## src/rtl/dmac_channel.sv

```systemverilog
// Single DMA channel acting as an AHB-Lite master. Copies T_Size words from
// S_Address to D_Address. Full bursts of Beff words are staged through an
// internal FIFO, and the words left over are moved as single transfers.
module dmac_channel #(
  parameter int unsigned FIFO_DEPTH = 16
) (
  input  logic        clk,
  input  logic        rst,
  input  logic        channel_en,
  input  logic        readyIn,
  input  logic [1:0]  HResp,
  input  logic [31:0] R_Data,
  input  logic [31:0] S_Address,
  input  logic [31:0] D_Address,
  input  logic [31:0] T_Size,
  input  logic [31:0] B_Size,
  output logic        irq,
  output logic        write,
  output logic [1:0]  HTrans,
  output logic [31:0] MAddress,
  output logic [31:0] MWData
);

  localparam int unsigned PW      = (FIFO_DEPTH > 1) ? $clog2(FIFO_DEPTH) : 1;
  localparam logic [31:0] DEPTH32 = 32'(FIFO_DEPTH);
  localparam logic [PW-1:0] LAST_PTR = PW'(FIFO_DEPTH - 1);

  typedef enum logic [2:0] {
    S_IDLE,
    S_RD_BURST,
    S_RD_LAST,
    S_WR_BURST,
    S_WR_LAST,
    S_DONE
  } state_e;

  typedef enum logic [1:0] {
    HT_IDLE   = 2'b00,
    HT_NONSEQ = 2'b10,
    HT_SEQ    = 2'b11
  } htrans_e;

  state_e        state_q, state_d;
  logic [31:0]   src_q, src_d;
  logic [31:0]   dst_q, dst_d;
  logic [31:0]   left_q, left_d;   // words not yet written
  logic [31:0]   beff_q, beff_d;   // effective burst length
  logic [31:0]   len_q, len_d;     // length of the chunk in flight
  logic [31:0]   beat_q, beat_d;   // address phases accepted in this chunk
  logic [31:0]   wdata_q, wdata_d;
  logic [PW-1:0] wp_q, wp_d;
  logic [PW-1:0] rp_q, rp_d;
  logic [31:0]   fifo_mem [FIFO_DEPTH];

  logic        push, pop, flush, data_phase;
  logic [31:0] beff_in;
  htrans_e     htrans_c;

  function automatic logic [PW-1:0] ptr_inc(input logic [PW-1:0] p);
    return (p == LAST_PTR) ? '0 : p + PW'(1);
  endfunction

  // Clamp the requested burst length into 1..FIFO_DEPTH.
  always_comb begin
    beff_in = B_Size;
    if (B_Size == '0)
      beff_in = 32'd1;
    else if (B_Size > DEPTH32)
      beff_in = DEPTH32;
  end

  // Next-state, datapath control and bus outputs.
  // Rather than dividing T_Size by Beff up front, the remaining word count is
  // tracked: a full burst is issued while at least Beff words remain, then
  // single transfers; this yields the same quotient/remainder sequence.
  always_comb begin
    state_d    = state_q;
    src_d      = src_q;
    dst_d      = dst_q;
    left_d     = left_q;
    beff_d     = beff_q;
    len_d      = len_q;
    beat_d     = beat_q;
    wdata_d    = wdata_q;
    push       = 1'b0;
    pop        = 1'b0;
    flush      = 1'b0;
    data_phase = 1'b0;
    htrans_c   = HT_IDLE;
    write      = 1'b0;
    MAddress   = '0;
    irq        = 1'b0;

    unique case (state_q)
      S_IDLE: begin
        if (channel_en) begin
          src_d  = S_Address;
          dst_d  = D_Address;
          left_d = T_Size;
          beff_d = beff_in;
          beat_d = '0;
          if (T_Size == '0) begin
            state_d = S_DONE;
          end else begin
            len_d   = (T_Size >= beff_in) ? beff_in : 32'd1;
            state_d = S_RD_BURST;
          end
        end
      end
      S_RD_BURST: begin
        htrans_c   = (beat_q == '0) ? HT_NONSEQ : HT_SEQ;
        MAddress   = src_q;
        data_phase = (beat_q != '0);
        if (readyIn) begin
          push  = (beat_q != '0);
          src_d = src_q + 32'd4;
          if (beat_q == len_q - 32'd1) begin
            beat_d  = '0;
            state_d = S_RD_LAST;
          end else begin
            beat_d = beat_q + 32'd1;
          end
        end
      end
      S_RD_LAST: begin
        data_phase = 1'b1;
        if (readyIn) begin
          push    = 1'b1;
          state_d = S_WR_BURST;
        end
      end
      S_WR_BURST: begin
        htrans_c   = (beat_q == '0) ? HT_NONSEQ : HT_SEQ;
        write      = 1'b1;
        MAddress   = dst_q;
        data_phase = (beat_q != '0);
        if (readyIn) begin
          pop     = 1'b1;
          wdata_d = fifo_mem[rp_q];
          dst_d   = dst_q + 32'd4;
          if (beat_q == len_q - 32'd1) begin
            beat_d  = '0;
            state_d = S_WR_LAST;
          end else begin
            beat_d = beat_q + 32'd1;
          end
        end
      end
      S_WR_LAST: begin
        data_phase = 1'b1;
        if (readyIn) begin
          left_d = left_q - len_q;
          if (left_d == '0) begin
            state_d = S_DONE;
          end else begin
            len_d   = (left_d >= beff_q) ? beff_q : 32'd1;
            state_d = S_RD_BURST;
          end
        end
      end
      S_DONE: begin
        irq = 1'b1;
        if (!channel_en)
          state_d = S_IDLE;
      end
      default: state_d = S_IDLE;
    endcase

    // An ERROR response in any data phase aborts the whole transfer.
    if (data_phase && HResp == 2'b01) begin
      state_d = S_DONE;
      push    = 1'b0;
      pop     = 1'b0;
      flush   = 1'b1;
      beat_d  = '0;
      wdata_d = wdata_q;
    end

    HTrans = htrans_c;
    MWData = wdata_q;
  end

  // FIFO pointer update: flush on abort, otherwise advance on push/pop.
  always_comb begin
    wp_d = wp_q;
    rp_d = rp_q;
    if (flush) begin
      wp_d = '0;
      rp_d = '0;
    end else begin
      if (push) wp_d = ptr_inc(wp_q);
      if (pop)  rp_d = ptr_inc(rp_q);
    end
  end

  // State and datapath registers.
  always_ff @(posedge clk) begin
    if (rst) begin
      state_q <= S_IDLE;
      src_q   <= '0;
      dst_q   <= '0;
      left_q  <= '0;
      beff_q  <= '0;
      len_q   <= '0;
      beat_q  <= '0;
      wdata_q <= '0;
      wp_q    <= '0;
      rp_q    <= '0;
    end else begin
      state_q <= state_d;
      src_q   <= src_d;
      dst_q   <= dst_d;
      left_q  <= left_d;
      beff_q  <= beff_d;
      len_q   <= len_d;
      beat_q  <= beat_d;
      wdata_q <= wdata_d;
      wp_q    <= wp_d;
      rp_q    <= rp_d;
    end
  end

  // FIFO storage; contents need no reset since the pointers define validity.
  always_ff @(posedge clk) begin
    if (push && !rst)
      fifo_mem[wp_q] <= R_Data;
  end

endmodule

```

## config.mk

```make
export PLATFORM = sky130hd
export DESIGN_NAME = dmac_channel
export DESIGN_NICKNAME = d
export VERILOG_FILES = /design/src/rtl/dmac_channel.sv
export SDC_FILE = /design/constraint.sdc
export NUM_CORES = 1
export LEC_CHECK = 0
export CAP_MARGIN = 0
export CORE_AREA = 2 2 300 302
export CTS_CLUSTER_SIZE = 24
export DETAILED_ROUTE_END_ITERATION = 12
export DIE_AREA = 0 0 302 304
export PLACE_DENSITY_LB_ADDON = 0.08
export SLEW_MARGIN = 5
export SYNTH_ARGS = -nofsm -noshare
export SYNTH_HDL_FRONTEND = slang
export SYNTH_SLANG_ARGS = --single-unit
```

## constraint.sdc

```tcl
create_clock -name clk -period 10.7 [get_ports clk]
set_clock_uncertainty 0.05 [all_clocks]
set_input_delay 1.07 -clock clk [delete_from_list [all_inputs] [get_ports clk]]
set_output_delay 1.07 -clock clk [all_outputs]
set_load 0.01 [all_outputs]
```

==> key figures <==
Place
  • Instance area at placement: 0.0387 mm^2
  • Buffers added on ports: 233
  • Placed Cells incl. Taps: 4197
  • Worst setup slack before clock tree synthesis: 5.11 ns
  • Gpl congestion: 0.926
  • HPWL after detailed placement: 66200 um

Clock network
  • H-tree levels: 3
  • Maximum buffer depth of the clock tree: 3
  • Count of clock tree sinks: 747
  • Post-cts repair resize count: 0
  • Buffer count from post-CTS setup fixing: 0
  • Post-CTS Hold Fix Bufs: 0
  • Clock tree from TritonCTS: built
  • Number of buffers inserted during clock tree synthesis: 84
  • Clock network latency to the later pin of the worst-skew pair: 0.64 ns
  • CTS root buf: clkbuf_16
  • Worst-path clk slew: 0.06 ns

Synthesis
  • Post-synthesis instance area: 0.0351 mm^2
  • Number of enable-type register cells in the synthesized netlist: 512
  • Post-synth top flop: edfxtp_1
  • Async set-or-reset flop fraction in the synthesized netlist: 0%
  • Flops & latches, synth: 747
  • Synth Instances: 2898
  • Synthesis warning total: 0
  • Sequential element share of the synthesized area: 57.2%
  • Average size of a mapped cell: 12.1 um^2
  • Number of distinct library cell variants in the gate-level netlist after synthesis: 74

STA
  • Fin. max-slew vios: 0
  • Total count of hold-check failures in the final report: 0
  • Final setup violation count: 0
  • Unrepaired setup endpoints after global routing: false
  • Max transition margin: 20.9%
  • Fin crit period: 5.29 ns
  • Crit path setup slack, layout: 5.41 ns
  • Final cycle utilization of the critical path: 49.4%
  • Total negative slack for setup checks: 0 ns
  • Achievable clock frequency: 189 MHz
  • Tightest Pin Transition: 1.19 ns

Detailed routing
  • Remaining design rule violation count: 0
  • Per-cell routed wire length: 23.3 um
  • Number of vias in the routed layout: 24400
  • 1st-iter DRT viols: 1771
  • TritonRoute pass-1 iters: 7
  • Total length of routed wires: 101000 um
  • Via-to-Cell Ratio: 5.60
  • Routed Antenna Nets: 0

Floorplan
  • Std-Cell Core Area: 0.0890 mm^2
  • Starting density of the core: 39.4%
  • Top-level I/O count: 234
  • Total die area: 0.0918 mm^2
  • Floorplan die height: 304 um
  • Standard-cell rows: 110
  • Width of the chip: 302 um

Power and ir drop
  • Lkg Pwr: 13.7 nW
  • VDD IR-drop max: 0.000135 V
  • Power density over cell area: 169 mW/mm^2

Critical path
  • Critical path required time: 11.13 ns
  • Sort of element at the end of the critical path: flop
  • Series of cell instances along the critical path: inv_1, ha_1, a21o_1, a221oi_4, o22ai_1, o21ai_0, a21oi_1, inv_1, o21ai_0, xor2_1, ha_1, a21o_1, a21oi_1, o21ai_0, nand3_1, a21oi_1, a21oi_2, buf_4, o22ai_1, nand4_1, o31ai_1
  • Type of the worst setup path: flop to flop
  • Largest delay contributor family on the critical path: compound AO/OA/AOI/OAI gates
  • Nature of the critical path startpoint: flop
  • CP arrival: 5.72 ns
  • Critical path peak fanout: 24
  • Worst setup slack for register-to-register paths: 5.41 ns
  • CP max stage delay: 0.50 ns
  • Critical path's slowest cell: dfxtp_1
  • Buffering stage count on the worst path with inverters included: 3

Layout
  • Net count reported at finish: 3379
  • Synthesis-to-finish area growth: 18.8%
  • Fin area: 0.0417 mm^2
  • Filler-free cell count of the finished design: 4356
  • Share of final-layout standard cells stronger than drive strength 1: 12.3%

Min path
  • Worst min-delay path category: flop to flop

Global route
  • Via count of the first global-routing pass: 24100
  • Leftover overflow at the end of global routing: 0
  • Largest net degree at the start of global routing: 107
  • All-Layer GR Usage: 21.9%
  • Initial antenna violation count: 5
  • Wire length of the first global-routing pass: 152000 um

Run
  • Count of max-cap constraint violations: 0

Outcome
  • Outcome: complete, no violations
==> worst min-delay path: cells and delay by family (launching register included) <==
kind / cells / cell delay, ns
flops: 1 / 0.31
simple gates: 1 / 0.05
compound gates: 1 / 0.05
==> where the power goes <==
part	total, mW	leakage (nW)	internal, mW	switching, mW
sequential	3.18	6.52	3.12	0.0527
combinational	0.858	5.71	0.337	0.521
clock	2.99	1.43	1.79	1.21
==> metrics by stage <==
| stage | util, % | power, mW | hold WS, ns |
|---|---|---|---|
| 2_1_floorplan | - | 3.77 | 0.386 |
| 3_3_place_gp | 43.5 | 4.07 | 0.393 |
| 3_5_place_dp | 43.5 | 4.08 | 0.396 |
| 4_1_cts | 46.8 | 7.09 | 0.404 |
| 5_1_grt | 46.8 | 7.32 | 0.415 |
| 6_report | 46.8 | 7.03 | 0.406 |
==> worst paths after layout <==
kind	startpoint	end	depth (start not counted)
worst max register to register	len_q[4]$_SDFFE_PP0P_	len_q[4]$_SDFFE_PP0P_	21
worst max-delay path	len_q[4]$_SDFFE_PP0P_	len_q[4]$_SDFFE_PP0P_	21
worst min register to register	MWData[15]$_SDFFE_PP0P_	MWData[15]$_SDFFE_PP0P_	2
worst min-delay path	MWData[15]$_SDFFE_PP0P_	MWData[15]$_SDFFE_PP0P_	2
==> cells in the mapped netlist, drive strengths merged, types with 5 or more instances <==
library cell  instances  area [um^2]
clkbuf              140          526
xnor2                62          543
edfxtp              512        15400
mux2i                44          440
or4                   9         67.6
nand3                77          385
o22ai                16          100
nor2                287         1080
xor2                 34          298
nand3b                5         37.5
nand4                40          250
a211oi               30          225
or3                  14         87.6
ha                  105         1310
nor4                 34          213
o211ai               12         90.1
o21a                  6         45.0
nand2               271         1020
and3                 38          238
inv                  95          357
mux4                160         3600
o31ai                37          278
and4                  9         78.8
a311oi               29          254
and2                  9         56.3
nand2b               15         93.8
o21ai               107          539
dfxtp               235         4700
a21o                 29          218
a22oi                24          180
a21oi               189          957
buf                  40          214
or2                   6         37.5
nor2b                 5         31.3
nor3                107          556
a31oi                 9         56.3
a41oi                 6         52.6
==> cells by family (layout without fill, tap and decap cells) <==
| group | Yosys count | count (layout) | share of synthesized area, % |
|---|---|---|---|
| simple gates | 942 | 942 | 12.5 |
| compound gates | 525 | 525 | 9.41 |
| flops | 747 | 747 | 57.2 |
| xor+xnor | 96 | 96 | 2.40 |
| other cells | 1 | 28 | 0.0107 |
| fa+ha+maj | 106 | 106 | 3.80 |
| buf+inv | 277 | 532 | 3.15 |
| mux | 204 | 204 | 11.5 |
==> layout make-up <==
cell class	count	area (um^2)
Antenna cell	1	2.50
Timing Repair Buffer	277	2680
Inverter	97	364
Sequential cell	747	20100
Clock inverter	48	597
Tap cell	1176	1470
Multi-Input combinational cell	1900	14100
Fill cell	7955	47400
Clock buffer	110	2320
==> cell usage in the layout (no fill, tap or decap), types with 21 or more instances in the layout <==
cell type        Yosys  final
o21ai_0            101    101
buf_4                0     43
a21o_1              29     29
dfxtp_1            235    230
mux2i_1             44     44
nand4_1             40     40
inv_1               95     95
a22oi_1             24     24
clkinv_2             0     21
mux4_2             160    160
edfxtp_1           512    512
xor2_1              34     34
a211oi_1            30     30
conb_1               1     27
nor2_1             286    270
clkbuf_16            0     86
and3_1              38     38
ha_1               105    105
nor3_1             103     99
a311oi_1            29     29
xnor2_1             62     62
nand3_1             77     77
clkdlybuf4s50_1      0    232
nor4_1              34     34
o31ai_1             37     37
nand2_1            271    269
a21oi_1            186    184
==> sequential cells by signal (all words and copies together), names as in the netlist, 32 cells and up <==
signal    count
MWData       32
fifo_mem    512
beat_q       32
dst_q        32
src_q        32
beff_q       32
len_q        32
left_q       32
==> metal layers <==
| metal | vias up | wire (um) | track usage (%) | share of wire (%) |
|---|---|---|---|---|
| met5 | - | 24 | 0 | 0.024 |
| met4 | 4 | 3240 | 7.26 | 3.2 |
| met3 | 169 | 4240 | 2.71 | 4.2 |
| met2 | 618 | 49600 | 36.5 | 49 |
| met1 | 12200 | 44200 | 29.7 | 44 |
| li1 | 11400 | - | - | - |
Power figures use the tool's default switching activity.
